===== src/rtl/simple_system_onchip_ram_arbiter_if.sv =====
// Requester bus for simple_system_onchip_ram_arbiter (Avalon-MM style, burst capable).
//   address       word address
//   byteenable    write byte enables
//   read / write  command strobes (write wins when both are set)
//   writedata     write data
//   burstcount    beats in the burst, 0 is treated as 1
//   waitrequest   command/beat not accepted this cycle
//   readdata      read data (broadcast from the RAM)
//   readdatavalid readdata belongs to this requester this cycle
// master: requester side, slave: arbiter side.
interface simple_system_onchip_ram_arbiter_if #(
  parameter int unsigned ADDR_W  = 13,
  parameter int unsigned DATA_W  = 64,
  parameter int unsigned BE_W    = 8,
  parameter int unsigned BURST_W = 4
);
  logic [ADDR_W-1:0]  address;
  logic [BE_W-1:0]    byteenable;
  logic               read;
  logic               write;
  logic [DATA_W-1:0]  writedata;
  logic [BURST_W-1:0] burstcount;
  logic               waitrequest;
  logic [DATA_W-1:0]  readdata;
  logic               readdatavalid;

  modport master (
    output address, byteenable, read, write, writedata, burstcount,
    input  waitrequest, readdata, readdatavalid
  );

  modport slave (
    input  address, byteenable, read, write, writedata, burstcount,
    output waitrequest, readdata, readdatavalid
  );
endinterface


===== src/rtl/simple_system_onchip_ram_arbiter.sv =====
// Two-requester round-robin arbiter in front of a single-port synchronous RAM.
// A granted burst locks the RAM until its last beat; burst addresses increment
// modulo 2^ADDR_W. Read data returns one cycle after issue with a per-port valid.
// Ports:
//   i_clk, i_reset      clock, synchronous active-high reset
//   m0, m1              requester buses (slave modport)
//   o_ram_*             RAM command/write side
//   i_ram_readdata      RAM q, valid the cycle after a read
//   o_stat_*            beat/conflict counters, only with RAM_ARB_STATS_EN defined
module simple_system_onchip_ram_arbiter #(
  parameter int unsigned ADDR_W  = 13,
  parameter int unsigned DATA_W  = 64,
  parameter int unsigned BE_W    = 8,
  parameter int unsigned BURST_W = 4
) (
  input  logic                i_clk,
  input  logic                i_reset,
  simple_system_onchip_ram_arbiter_if.slave m0,
  simple_system_onchip_ram_arbiter_if.slave m1,
  output logic [ADDR_W-1:0]   o_ram_address,
  output logic [BE_W-1:0]     o_ram_byteenable,
  output logic                o_ram_chipselect,
  output logic                o_ram_write,
  output logic [DATA_W-1:0]   o_ram_writedata,
`ifdef RAM_ARB_STATS_EN
  output logic [31:0]         o_stat_beats0,
  output logic [31:0]         o_stat_beats1,
  output logic [31:0]         o_stat_conflict,
`endif
  input  logic [DATA_W-1:0]   i_ram_readdata
);

  localparam logic [1:0] ST_IDLE     = 2'd0;
  localparam logic [1:0] ST_RD_BURST = 2'd1;
  localparam logic [1:0] ST_WR_BURST = 2'd2;

  logic [1:0]         r_state;
  logic               r_last_grant;
  logic               r_owner;
  logic               r_rst_dly;
  logic [ADDR_W-1:0]  r_addr;
  logic [BURST_W-1:0] r_rem;
  logic               r_rd_vld;
  logic               r_rd_owner;

  logic [1:0]         w_state_nxt;
  logic               w_blk;
  logic               w_req0;
  logic               w_req1;
  logic               w_gnt_any;
  logic               w_gnt_id;
  logic [ADDR_W-1:0]  w_win_addr;
  logic [BE_W-1:0]    w_win_be;
  logic [DATA_W-1:0]  w_win_wdata;
  logic               w_win_write;
  logic [BURST_W-1:0] w_win_bc_raw;
  logic [BURST_W-1:0] w_win_bc;
  logic               w_own_write;
  logic [BE_W-1:0]    w_own_be;
  logic [DATA_W-1:0]  w_own_wdata;
  logic               w_issue;
  logic               w_issue_wr;
  logic [ADDR_W-1:0]  w_ram_addr;
  logic [BE_W-1:0]    w_ram_be;
  logic [DATA_W-1:0]  w_ram_wdata;
  logic               w_wait0;
  logic               w_wait1;
  logic               w_cur_owner;
  logic               w_adv;

  // Nothing is granted during reset nor in the first cycle after it.
  assign w_blk     = i_reset | r_rst_dly;
  assign w_req0    = m0.read | m0.write;
  assign w_req1    = m1.read | m1.write;
  assign w_gnt_any = ~w_blk & (w_req0 | w_req1) & (r_state == ST_IDLE);
  // On a tie the port that did not win last time gets the RAM.
  assign w_gnt_id  = (w_req0 & w_req1) ? ~r_last_grant : w_req1;

  assign w_win_addr   = w_gnt_id ? m1.address    : m0.address;
  assign w_win_be     = w_gnt_id ? m1.byteenable : m0.byteenable;
  assign w_win_wdata  = w_gnt_id ? m1.writedata  : m0.writedata;
  assign w_win_write  = w_gnt_id ? m1.write      : m0.write;
  assign w_win_bc_raw = w_gnt_id ? m1.burstcount : m0.burstcount;
  assign w_win_bc     = (w_win_bc_raw == '0) ? BURST_W'(1) : w_win_bc_raw;

  assign w_own_write = r_owner ? m1.write      : m0.write;
  assign w_own_be    = r_owner ? m1.byteenable : m0.byteenable;
  assign w_own_wdata = r_owner ? m1.writedata  : m0.writedata;

  always_comb begin
    w_state_nxt = r_state;
    w_issue     = 1'b0;
    w_issue_wr  = 1'b0;
    w_ram_addr  = r_addr;
    w_ram_be    = '1;
    w_ram_wdata = w_win_wdata;
    w_wait0     = 1'b1;
    w_wait1     = 1'b1;
    w_cur_owner = r_owner;
    w_adv       = 1'b0;
    case (r_state)
      ST_IDLE: begin
        if (w_gnt_any) begin
          w_issue     = 1'b1;
          w_issue_wr  = w_win_write;
          w_ram_addr  = w_win_addr;
          w_ram_be    = w_win_write ? w_win_be : '1;
          w_ram_wdata = w_win_wdata;
          w_cur_owner = w_gnt_id;
          if (w_gnt_id) w_wait1 = 1'b0;
          else          w_wait0 = 1'b0;
          if (w_win_bc != BURST_W'(1)) begin
            w_state_nxt = w_win_write ? ST_WR_BURST : ST_RD_BURST;
          end
        end
      end
      ST_RD_BURST: begin
        if (!w_blk) begin
          w_issue = 1'b1;
          w_adv   = 1'b1;
          if (r_rem == BURST_W'(1)) w_state_nxt = ST_IDLE;
        end
      end
      ST_WR_BURST: begin
        if (!w_blk) begin
          if (r_owner) w_wait1 = 1'b0;
          else         w_wait0 = 1'b0;
          // Owner may stall between beats; the lock is held until the last beat.
          if (w_own_write) begin
            w_issue     = 1'b1;
            w_issue_wr  = 1'b1;
            w_ram_be    = w_own_be;
            w_ram_wdata = w_own_wdata;
            w_adv       = 1'b1;
            if (r_rem == BURST_W'(1)) w_state_nxt = ST_IDLE;
          end
        end
      end
      default: w_state_nxt = ST_IDLE;
    endcase
  end

  always_ff @(posedge i_clk) begin
    if (i_reset) begin
      r_state      <= ST_IDLE;
      r_last_grant <= 1'b1;
      r_owner      <= 1'b0;
      r_rst_dly    <= 1'b1;
      r_addr       <= '0;
      r_rem        <= '0;
      r_rd_vld     <= 1'b0;
      r_rd_owner   <= 1'b0;
    end else begin
      r_rst_dly  <= 1'b0;
      r_state    <= w_state_nxt;
      r_rd_vld   <= w_issue & ~w_issue_wr;
      r_rd_owner <= w_cur_owner;
      if (w_gnt_any) begin
        r_last_grant <= w_gnt_id;
        r_owner      <= w_gnt_id;
        r_addr       <= w_win_addr + 1'b1;
        r_rem        <= w_win_bc - 1'b1;
      end else if (w_adv) begin
        r_addr <= r_addr + 1'b1;
        r_rem  <= r_rem - 1'b1;
      end
    end
  end

  assign m0.waitrequest   = w_wait0;
  assign m1.waitrequest   = w_wait1;
  assign m0.readdata      = i_ram_readdata;
  assign m1.readdata      = i_ram_readdata;
  assign m0.readdatavalid = r_rd_vld & ~r_rd_owner & ~i_reset;
  assign m1.readdatavalid = r_rd_vld &  r_rd_owner & ~i_reset;

  assign o_ram_address    = w_ram_addr;
  assign o_ram_byteenable = w_ram_be;
  assign o_ram_chipselect = w_issue;
  assign o_ram_write      = w_issue_wr;
  assign o_ram_writedata  = w_ram_wdata;

`ifdef RAM_ARB_STATS_EN
  logic [31:0] r_stat_beats0;
  logic [31:0] r_stat_beats1;
  logic [31:0] r_stat_conflict;
  logic        w_conflict;

  assign w_conflict = (w_req0 & w_wait0) | (w_req1 & w_wait1);

  always_ff @(posedge i_clk) begin
    if (i_reset) begin
      r_stat_beats0   <= '0;
      r_stat_beats1   <= '0;
      r_stat_conflict <= '0;
    end else begin
      if (w_issue && !w_cur_owner && r_stat_beats0 != '1) r_stat_beats0 <= r_stat_beats0 + 32'd1;
      if (w_issue && w_cur_owner && r_stat_beats1 != '1)  r_stat_beats1 <= r_stat_beats1 + 32'd1;
      if (w_conflict && r_stat_conflict != '1) r_stat_conflict <= r_stat_conflict + 32'd1;
    end
  end

  assign o_stat_beats0   = r_stat_beats0;
  assign o_stat_beats1   = r_stat_beats1;
  assign o_stat_conflict = r_stat_conflict;
`endif

endmodule


===== src/flat_wrapper.sv =====
// flat-port wrapper written by rule: the top's interface ports become plain ports
module simple_system_onchip_ram_arbiter_flat 
#(
  parameter int unsigned ADDR_W  = 13,
  parameter int unsigned DATA_W  = 64,
  parameter int unsigned BE_W    = 8,
  parameter int unsigned BURST_W = 4
)
  (i_clk, i_reset, o_ram_address, o_ram_byteenable, o_ram_chipselect, o_ram_write, o_ram_writedata, i_ram_readdata, m0_address, m0_byteenable, m0_read, m0_write, m0_writedata, m0_burstcount, m0_waitrequest, m0_readdata, m0_readdatavalid, m1_address, m1_byteenable, m1_read, m1_write, m1_writedata, m1_burstcount, m1_waitrequest, m1_readdata, m1_readdatavalid);
  simple_system_onchip_ram_arbiter_if #(.ADDR_W(ADDR_W), .DATA_W(DATA_W), .BE_W(BE_W), .BURST_W(BURST_W)) m0_i ();
  simple_system_onchip_ram_arbiter_if #(.ADDR_W(ADDR_W), .DATA_W(DATA_W), .BE_W(BE_W), .BURST_W(BURST_W)) m1_i ();
  input  logic i_clk;
  input  logic i_reset;
  output logic [ADDR_W-1:0] o_ram_address;
  output logic [BE_W-1:0] o_ram_byteenable;
  output logic o_ram_chipselect;
  output logic o_ram_write;
  output logic [DATA_W-1:0] o_ram_writedata;
  input  logic [DATA_W-1:0] i_ram_readdata;
  input wire logic [$bits(m0_i.address)-1:0] m0_address;
  input wire logic [$bits(m0_i.byteenable)-1:0] m0_byteenable;
  input wire logic [$bits(m0_i.read)-1:0] m0_read;
  input wire logic [$bits(m0_i.write)-1:0] m0_write;
  input wire logic [$bits(m0_i.writedata)-1:0] m0_writedata;
  input wire logic [$bits(m0_i.burstcount)-1:0] m0_burstcount;
  output wire logic [$bits(m0_i.waitrequest)-1:0] m0_waitrequest;
  output wire logic [$bits(m0_i.readdata)-1:0] m0_readdata;
  output wire logic [$bits(m0_i.readdatavalid)-1:0] m0_readdatavalid;
  input wire logic [$bits(m1_i.address)-1:0] m1_address;
  input wire logic [$bits(m1_i.byteenable)-1:0] m1_byteenable;
  input wire logic [$bits(m1_i.read)-1:0] m1_read;
  input wire logic [$bits(m1_i.write)-1:0] m1_write;
  input wire logic [$bits(m1_i.writedata)-1:0] m1_writedata;
  input wire logic [$bits(m1_i.burstcount)-1:0] m1_burstcount;
  output wire logic [$bits(m1_i.waitrequest)-1:0] m1_waitrequest;
  output wire logic [$bits(m1_i.readdata)-1:0] m1_readdata;
  output wire logic [$bits(m1_i.readdatavalid)-1:0] m1_readdatavalid;
  assign m0_i.address = m0_address;
  assign m0_i.byteenable = m0_byteenable;
  assign m0_i.read = m0_read;
  assign m0_i.write = m0_write;
  assign m0_i.writedata = m0_writedata;
  assign m0_i.burstcount = m0_burstcount;
  assign m0_waitrequest = m0_i.waitrequest;
  assign m0_readdata = m0_i.readdata;
  assign m0_readdatavalid = m0_i.readdatavalid;
  assign m1_i.address = m1_address;
  assign m1_i.byteenable = m1_byteenable;
  assign m1_i.read = m1_read;
  assign m1_i.write = m1_write;
  assign m1_i.writedata = m1_writedata;
  assign m1_i.burstcount = m1_burstcount;
  assign m1_waitrequest = m1_i.waitrequest;
  assign m1_readdata = m1_i.readdata;
  assign m1_readdatavalid = m1_i.readdatavalid;
  simple_system_onchip_ram_arbiter #(.ADDR_W(ADDR_W), .DATA_W(DATA_W), .BE_W(BE_W), .BURST_W(BURST_W)) u_core (.i_clk(i_clk), .i_reset(i_reset), .m0(m0_i), .m1(m1_i), .o_ram_address(o_ram_address), .o_ram_byteenable(o_ram_byteenable), .o_ram_chipselect(o_ram_chipselect), .o_ram_write(o_ram_write), .o_ram_writedata(o_ram_writedata), .i_ram_readdata(i_ram_readdata));
endmodule

===== config.mk =====
export PLATFORM = sky130hd
export DESIGN_NAME = simple_system_onchip_ram_arbiter_flat
export DESIGN_NICKNAME = d
export VERILOG_FILES = /design/src/rtl/simple_system_onchip_ram_arbiter_if.sv /design/src/rtl/simple_system_onchip_ram_arbiter.sv /design/src/flat_wrapper.sv
export SDC_FILE = /design/constraint.sdc
export NUM_CORES = 1
export LEC_CHECK = 0
export ABC_AREA = 1
export BUFFER_PORTS_ARGS = -buffer_cell sky130_fd_sc_hd__buf_2
export CORE_AREA = 5 5 176 178
export CTS_BUF_LIST = sky130_fd_sc_hd__clkbuf_4 sky130_fd_sc_hd__clkbuf_8
export CTS_CLUSTER_SIZE = 10
export DETAILED_ROUTE_END_ITERATION = 12
export DIE_AREA = 0 0 181 183
export GPL_TIMING_DRIVEN = 0
export PLACE_DENSITY = 0.43
export SLEW_MARGIN = 20
export SYNTH_ARGS = -nofsm -noshare
export SYNTH_HDL_FRONTEND = slang
export SYNTH_SLANG_ARGS = --single-unit

===== constraint.sdc =====
create_clock -name i_clk -period 3 [get_ports i_clk]
set_clock_uncertainty 0.05 [all_clocks]
set_input_delay 0.15 -clock i_clk [delete_from_list [all_inputs] [get_ports i_clk]]
set_output_delay 0.15 -clock i_clk [all_outputs]
set_load 0.02 [all_outputs]

# ---- After elaboration in Yosys (flattened, before gate mapping)
# Cells that the tools add are included.
# Widths: inputs -> output; s select.
dict set report word_totals {
  out_inout_bits 219
  regBits 24
  inputBits 248
  wordCells 95
}
dict set report op_classes {
  bitwise_logic 17
  eq_ne 9
  n_mux 53
  n_reduce_logical 4
  add_sub_neg 4
}
# operator n
set ops {}
lappend ops {{$mux 64} 5}
lappend ops {{$mux 13} 5}
lappend ops {{$mux 8} 6}
lappend ops {{$add 13x1->13 const B} 2}
lappend ops {{$mux 1} 19}
lappend ops {{$mux 4} 4}
lappend ops {{$pmux 8 s2} 1}
lappend ops {{$mux 2} 7}
lappend ops {{$and 1x1->1} 8}
lappend ops {{$pmux 1 s2} 4}
lappend ops {{$sub 4x1->4 const B} 2}
lappend ops {{$ne 2x2->1 const B} 3}
lappend ops {{$pmux 2 s3} 1}
lappend ops {{$not 1->1} 5}
lappend ops {{$reduce_and 5->1} 1}
lappend ops {{$eq 4x1->1 const B} 1}
lappend ops {{$logic_not 4->1} 1}
lappend ops {{$ne 2x1->1 const B} 2}
lappend ops {{$ne 4x1->1 const B} 1}
lappend ops {{$or 1x1->1} 4}
lappend ops {{$pmux 1 s3} 1}
lappend ops {{$eq 2x1->1 const B} 1}
lappend ops {{$eq 2x2->1 const B} 1}
lappend ops {{$logic_not 2->1} 1}
lappend ops {{$reduce_bool 2->1} 1}

# ---- Logic depth before layout (Yosys ltp)
# Gate-level depths: netlist of run 1.
dict set report logic_depth {
  ltp_word 10
  mapped_depth 17
  mapped_depth_nobuf 16
}

# ---- Least setup slack after synthesis of run 1
# Ideal clock, no wire load.
dict set report synth_path {
  kind {reg2reg}
  from {register u_core.r_state[0]}
  to {register u_core.r_addr[10]}
  arrival_time_ns 1.969
  path_buffers 1
  setup_time_ns 0.109
  synth_period_minus_slack_ns 2.128
  required_time_ns 2.841
  setup_slack_ns 0.872
  path_stages_with_launch 15
  path_cell_list {dfxtp_1 -> inv_1 -> ha_1 -> nand3_4 -> inv_4 -> buf_6 -> a21oi_2 -> ha_1 -> nand3_1 -> nor2_2 -> nand2_1 -> o21ai_0 -> nand3_1 -> nand2_1 -> inv_1}
}
dict set report synth_via {
  elab_chain_cells 3
  elab_cells_between_ends 7
  cone_classes {eq/ne: 2; mux: 2; bitwise: 1; reduce/logical: 2}
}
# item line_no
set synth_rtl {}
lappend synth_rtl {{from (decl)} simple_system_onchip_ram_arbiter.sv:37} ;# logic [1:0] r_state;
lappend synth_rtl {{from (signal assigned)} simple_system_onchip_ram_arbiter.sv:155} ;# r_state <= w_state_nxt;
lappend synth_rtl {{$eq 2x2->1 (tied with other cells)} simple_system_onchip_ram_arbiter.sv:101} ;# case (r_state)
lappend synth_rtl {{$pmux 1 s2 or $and 1x1->1 (tied branches)} {simple_system_onchip_ram_arbiter.sv:101, simple_system_onchip_ram_arbiter.sv:75}}
lappend synth_rtl {{$reduce_bool 2->1 (no source line) or $mux 13 (tied branches)} --}
lappend synth_rtl {{to (signal assigned)} simple_system_onchip_ram_arbiter.sv:161} ;# r_addr <= w_win_addr + 1'b1;
lappend synth_rtl {{to (signal assigned)} simple_system_onchip_ram_arbiter.sv:164} ;# r_addr <= r_addr + 1'b1;
lappend synth_rtl {{to (decl)} simple_system_onchip_ram_arbiter.sv:41} ;# logic [ADDR_W-1:0] r_addr;
# Parallel ways exist; a longest one is shown, timed or not.
# A chain may end at the register's enable or synchronous reset.

# ---- Worst setup path after layout of run 1
dict set report layout_path {
  from {input port i_reset}
  to {output port o_ram_writedata[46]}
}
dict set report layout_via {
  elab_chain_cells 3
}
# item line_no
set layout_rtl {}
lappend layout_rtl {{from (decl)} flat_wrapper.sv:13} ;# input logic i_reset;
lappend layout_rtl {{$or 1x1->1} simple_system_onchip_ram_arbiter.sv:72} ;# assign w_blk = i_reset | r_rst_dly;
lappend layout_rtl {{$mux 64} simple_system_onchip_ram_arbiter.sv:125} ;# if (!w_blk) begin
lappend layout_rtl {{$mux 64} --}
lappend layout_rtl {{to (decl)} flat_wrapper.sv:18} ;# output logic [DATA_W-1:0] o_ram_writedata;
# Every way passes these cells.

==> results.md, run 1 <==
* Slowest CP cell: dlygate4sd3_1
* Most frequent cells in the layout: 409 x buf_2, 134 x buf_4, 96 x nand2_1, 72 x inv_1, 51 x mux2_2
* Mean Syn Cell Area at between 6 and 7 um2
* Placed Area at approximately 6800 um2
* Commonest non-fill, non-tap cell in the layout: buf_2
* Syn Inst Count at 625
* Post-route ant nets at 0
* Fillers at 3386
* Clock share of power at 0.090
* # port buffers at ~400
* Worst EP arrival at roughly 2600 ps
* Std cell rows at 63
* Fin Setup TNS at 0 ps
* Switch share at 0.5433
* Warnings from Yosys at 0
* Post-CTS setup buffer count at 0
* Largest net degree at the start of global routing at 15
* Cell Count, Final, Fillers Out at 1424
* Critical Path Source Type: input port
* Max Cap Violations at 0
* Synth cell types at 39
* Seq/Total Area, Yosys at 0.1126
* Synthesized area at around 4300 um2
* Htree depth at 1
* Psw at around 0.0018 W
* Avg Vias per Cell at about 3.8
* Clock Tree Buf Depth at 2
* Core Util, Final at 0.2343
* Skew-Pair Late Insertion Delay at ~280 ps
* Worst path cell trace: dlygate4sd3_1 > buf_2 > buf_6 > nor2_8 > nand3_2 > o21ai_4 > buf_4 > mux2_1 > buf_2
* Initial antenna violation count at 7
* Layout Area Growth over Synthesis at 60.62%
* Iteration-0 DRC Markers at roughly 200
* Hold Fails Final Rpt at 0
* Vias in the first global route at approximately 5400
* Area of the multi-input gates at approximately 2400 um2
* Part of the power in combinational logic at 0.782
* Placeable Area at roughly 29000 um2
* Fmax at approximately 360 MHz
* Number of flops mapped to enable cells by yosys at 0
* Layout Nets at 1290
* R2R setup slack at roughly 540 ps
* CTS sink cnt at 24
* Die ar. at 33120 um2
* CTS Root Cell: clkbuf_8
* Initial Util at 0.1459
* Syn Nets at around 880
* Power Density at just under 500 nW/um2
* Placed insts at 1417
* TritonCTS clock tree: yes
* TritonCTS Buffers at 3
* Critical setup path kind: input port to output pin
* Gpl congestion at around 0.96
* Run status: finished, final reports clean
* Internal power at 0.001520 W
* Period utilisation layout at 0.9302
* Fin area at 6853 um2
* Post-synthesis register bit count at 24
* First-pass GRT wire length at 34.87 mm
* Worst Path Required at 2800 ps
* Storage cell area at about 480 um2
* Via count at around 5400
* Leak at between 3 and 4 nW
* Max-slew violation count at 0
* Post-DP HPWL at approximately 23 mm
* Worst setup EP type: output pin
* CP peak stage delay at ~560 ps
* CTS resizes at 0
* Most common cell on crit path: buf_2
* Seq pwr share at 0.129
* Largest fanout on the critical path at 10
* DR WL/cell at ~18 um
* Die H at 183 um
* Post-layout min period at about 2800 ps
* Drt drc at 0
* Peak VDD IR at about 0.16 mV
* Ports at approximately 470
* Rel. slew slack at 0.5897
* Final setup viols at 0
* Tot Pwr at approximately 0.0033 W
* GRT Util Overall at 0.1380
* Layout cells sized above 1 at 0.6192
* Routed wire length at between 20 and 30 mm
* Drt first pass iters at 6
* Ys async rst share at 0
* Worst-path clk slew at 100 ps
* Gr ovfl total at 0
* Die Width at roughly 180 um
* Worst-Margin Slew at a little over 600 ps
* Unrepaired setup endpoints after global routing: no
* Commonest register cell after synthesis: dfxtp_1
* Worst hold-check path type: input port to flop
cells in the mapped netlist (5+ instances only):
cell type  number  area (um2)
nor2_1         40       150.1
nor2_2          6       37.54
inv_1          72       270.3
o21ai_0        33       165.2
mux2_2         51       574.3
dfxtp_1        24       480.5
buf_4         134        1006
nand2_2         8       50.05
buf_6           5       56.30
clkbuf_1        5       18.77
nand3_1        35       175.2
mux2_1         13       146.4
nand3b_1        8       60.06
buf_2           7       35.03
a21oi_1        36       180.2
nand2_1        96       360.4
ha_1            9       112.6
registers in the layout, summed over array words and instances, names as in the netlist:
register             count
u_core.r_owner           1
u_core.r_rst_dly         1
u_core.r_state           2
u_core.r_rd_owner        1
u_core.r_rem             4
u_core.r_addr           13
u_core.r_last_grant      1
u_core.r_rd_vld          1
path summary, 6_finish.rpt:
check	from	to	cells past startpoint
max	i_reset	o_ram_writedata[46]	9
min	m1_burstcount[2]	u_core.r_rem[2]$_SDFFE_PP0P_	6
max reg2reg	u_core.r_state[0]$_SDFFE_PP0P_	u_core.r_addr[10]$_SDFFE_PP0P_	14
min reg2reg	u_core.r_addr[0]$_SDFFE_PP0P_	u_core.r_addr[0]$_SDFFE_PP0P_	2
worst max-delay path, delay by kind of cell:
kind	cells	cell delay, ps
AND/OR/NAND/NOR	2	300
AO/OA/AOI/OAI	1	390
multiplexers	1	400
buffers and inverters	5	1340
per-stage QoR:
stage	hold slack, ps	worst slack [ps]
finish	311.6	209.5
CTS	315.1	105.5
detailed placement	236.5	509.5
global route	377.3	56.32
global placement	232.9	499.2
floorplan	127.7	871.8
per-layer routing:
layer,share of wire,global-route usage
met4,0.0094,0.01351
met3,0.073,0.04026
met1,0.38,0.1547
met5,0.0041,0
met2,0.54,0.2675
area by class of cell:
cell class                      instances  share of cell area
Tap cell                              390             0.07121
Clock buffer                            3            0.006025
Sequential cell                        24             0.07011
Timing Repair Buffer                  403              0.2951
Clock inverter                          1            0.004382
Buffer                                151              0.1629
Multi-Input combinational cell        373              0.3471
Inverter                               77             0.04254
Antenna cell                            2           0.0007303
power groups by stage:
stage	sequential (W)	combinational [W]	clock [W]
floorplan	0.000424	0.00171	0
global placement	0.000434	0.00264	0
detailed placement	0.000435	0.00263	0
CTS	0.000428	0.00265	0.000311
global route	0.000435	0.00283	0.000320
finish	0.000428	0.00260	0.000299
cells by family (layout without fill, tap and decap cells):
kind of cell             Yosys count  after routing  synth area share
buffers and inverters            228            635            0.3299
other                              0              2                 0
flip-flops                        24             24            0.1126
adder cells (fa/ha/maj)            9              9           0.02639
XOR/XNOR                           4              4          0.008210
AO/OA/AOI/OAI                     90             90            0.1287
multiplexers                      66             66            0.1736
AND/OR/NAND/NOR                  204            204            0.2205
timing repair:
item | CTS | global route
hold buffers | 1 | 0
endpoints found under the setup margin | 0 | 0
hold endpoints to repair | 1 | 0
No activity file was read; power rests on OpenSTA's default activity.
==> run 2: changes to the inputs <==
- CTS_BUF_LIST: sky130_fd_sc_hd__clkbuf_4 sky130_fd_sc_hd__clkbuf_8 -> default
==> run 2 against run 1 <==
  * Die area unchanged
  * First-iteration DRC count increased by 1.0%
  * Critical endpoint unchanged
  * Non-clock buffer count is the same
  * Critical path type unchanged
  * Routed wire length increased by 0.18%
  * Register-to-register slack barely moved
  * Core utilization increased by 0.11 points
  * Count of clock-buffer cells in the layout did not move
  * Power grew 3.1%
  * Highest routed layer unchanged
  * Global-route usage about the same
  * Via count about the same
==> results.md, run 2 (synthesis gave the netlist of run 1 again) <==
* Layout Area Growth over Synthesis at 61.35%
* Rel. slew slack at 0.5862 (-0.003534)
* Unrepaired setup endpoints after global routing: no
* Placed Area at 6766 um2 (unchanged)
* Worst slack, placed at 509.5 ps (unchanged)
* Final setup viols at 0 (unchanged)
* Post-DP HPWL at 22.68 mm (unchanged)
* Period utilisation layout at 0.9297 (about the same)
* GRT Util Overall at 0.1383 (+0.0002905)
* Clock Tree Buf Depth at 2 (unchanged)
* CTS resizes at 0 (unchanged)
* Largest net degree at the start of global routing at 15 (unchanged)
* Post-route ant nets at 0 (unchanged)
* CTS sink cnt at 24 (unchanged)
* Iteration-0 DRC Markers at 203 (+1.0%)
* Layout cells sized above 1 at 0.6192 (unchanged)
* Post-layout min period at 2789 ps (-1.332 ps)
* Gpl congestion at 0.9570 (unchanged)
* Avg Vias per Cell at 3.773 (about the same)
* TritonCTS clock tree: yes
* Fillers at 3382 (-0.12%)
* Hold Fails Final Rpt at 0 (unchanged)
* Max reg flops at 13 (unchanged)
* Fin area at 6884 um2 (+0.46%)
* Most frequent cells in the layout: 409 x buf_2, 134 x buf_4, 96 x nand2_1, 72 x inv_1, 51 x mux2_2
* Peak VDD IR at 0.1925 mV (+18%)
* Worst Path Required at 2800 ps (about the same)
* Run status: finished, final reports clean
* Fin Setup TNS at 0 ps (unchanged)
* Gr ovfl total at 0 (unchanged)
* Leak at 3.852 nW (+0.40%)
* Layout Nets at 1290 (unchanged)
* Worst hold-check path type: input port to flop
* Htree depth at 1 (unchanged)
* Initial antenna violation count at 7 (unchanged)
* Drt first pass iters at 4 (-2)
* Largest registers: u_core.r_addr: 13 flops, u_core.r_rem: 4 flops, u_core.r_state: 2 flops
* Critical setup path kind: input port to output pin
* Critical Path Source Type: input port
* # port buffers at 402 (unchanged)
* TritonCTS Buffers at 3 (unchanged)
* Largest fanout on the critical path at 10 (unchanged)
* Die Width at 181 um (unchanged)
* First-pass GRT wire length at 34.89 mm (about the same)
* Skew-Pair Late Insertion Delay at 270 ps (about the same)
* Worst-path clk slew at 80 ps (-20 ps)
* Initial Util at 0.1459 (unchanged)
* Routed wire length at 25.14 mm (+0.18%)
* Worst hold-check slack at 332.8 ps (+21.16 ps)
* Final WS setup at 210.8 ps (+1.332 ps)
* Power Density at 498.3 nW/um2 (+2.6%)
* Max Cap Violations at 0 (unchanged)
* Worst setup EP type: output pin
* Commonest non-fill, non-tap cell in the layout: buf_2
* Die H at 183 um (unchanged)
* Fmax at 358.5 MHz (about the same)
* Most flop-heavy register: u_core.r_addr
* Max-slew violation count at 0 (unchanged)
* Std cell rows at 63 (unchanged)
* Drt drc at 0 (unchanged)
* Placeable Area at 29240 um2 (unchanged)
* Via count at 5369 (-0.037%)
* Die ar. at 33120 um2 (unchanged)
* Ports at 467 (unchanged)
* Worst-Margin Slew at 620.8 ps (+7.567 ps)
* DR WL/cell at 17.67 um (+0.25%)
* CTS Root Cell: clkbuf_16
* Vias in the first global route at 5371 (+0.037%)
* Worst EP arrival at 2590 ps (about the same)
## run 2: cell count changes in the layout (fill, tap and decap cells not counted)
cell	change
clkbuf_16	+3
clkbuf_8	-3
diode_2	-1
## run 2: power by group
part	internal (W)	total (W)	switching (W)
combinational	0.000954	0.00260	0.00165
sequential	0.000388	0.000428	0.0000400
clock	0.000266	0.000399	0.000133
total	0.00161	0.00343	0.00182
## run 2: cell type report
| cell class | count | area [um2] | share of cell area |
|---|---|---|---|
| Multi-Input combinational cell | 373 | 2379 | 0.3455 |
| Timing Repair Buffer | 403 | 2022 | 0.2937 |
| Buffer | 151 | 1116 | 0.1621 |
| Tap cell | 390 | 488.0 | 0.07088 |
| Sequential cell | 24 | 480.5 | 0.06979 |
| Inverter | 77 | 291.5 | 0.04235 |
| Clock buffer | 3 | 75.07 | 0.01091 |
| Clock inverter | 1 | 30.03 | 0.004362 |
| Antenna cell | 1 | 2.502 | 0.0003635 |
## run 2: critical path: stages
cell,delay [ps]
dlygate4sd3_1,560
buf_2,140
buf_6,140
nor2_8,150
nand3_2,140
o21ai_4,390
buf_4,310
mux2_1,400
buf_2,190
## run 2: per-stage QoR
step	utilization	total power, W	instances
finish	0.2354	0.003431	1423
CTS	0.2353	0.003484	1422
floorplan	-	0.002138	625
global placement	0.2314	0.003075	1417
detailed placement	0.2314	0.003069	1417
global route	0.2353	0.003684	1422
## run 2: worst paths after layout
kind / start / to / slack, ps / cells past startpoint
hold reg to reg: u_core.r_addr[0]$_SDFFE_PP0P_ / u_core.r_addr[0]$_SDFFE_PP0P_ / 410 / 2
setup reg to reg: u_core.r_state[0]$_SDFFE_PP0P_ / u_core.r_addr[10]$_SDFFE_PP0P_ / 530 / 14
setup / recovery: i_reset / o_ram_writedata[46] / 210 / 9
hold / removal: m1_burstcount[2] / u_core.r_rem[2]$_SDFFE_PP0P_ / 330 / 6
## run 2: routing by layer
| layer | GRT usage | vias up | routed length (um) |
|---|---|---|---|
| met4 | 0.01621 | 14 | 243 |
| met3 | 0.03967 | 26 | 1874 |
| met2 | 0.2676 | 235 | 13460 |
| li1 | - | 2695 | - |
| met5 | 0 | - | 103 |
| met1 | 0.1547 | 2399 | 9460 |
## run 2: what timing repair did
item | CTS | global route
setup buffers | 0 | 0
endpoints found under the setup margin | 0 | 0
hold buffers | 1 | 0
hold endpoints to repair | 1 | 0
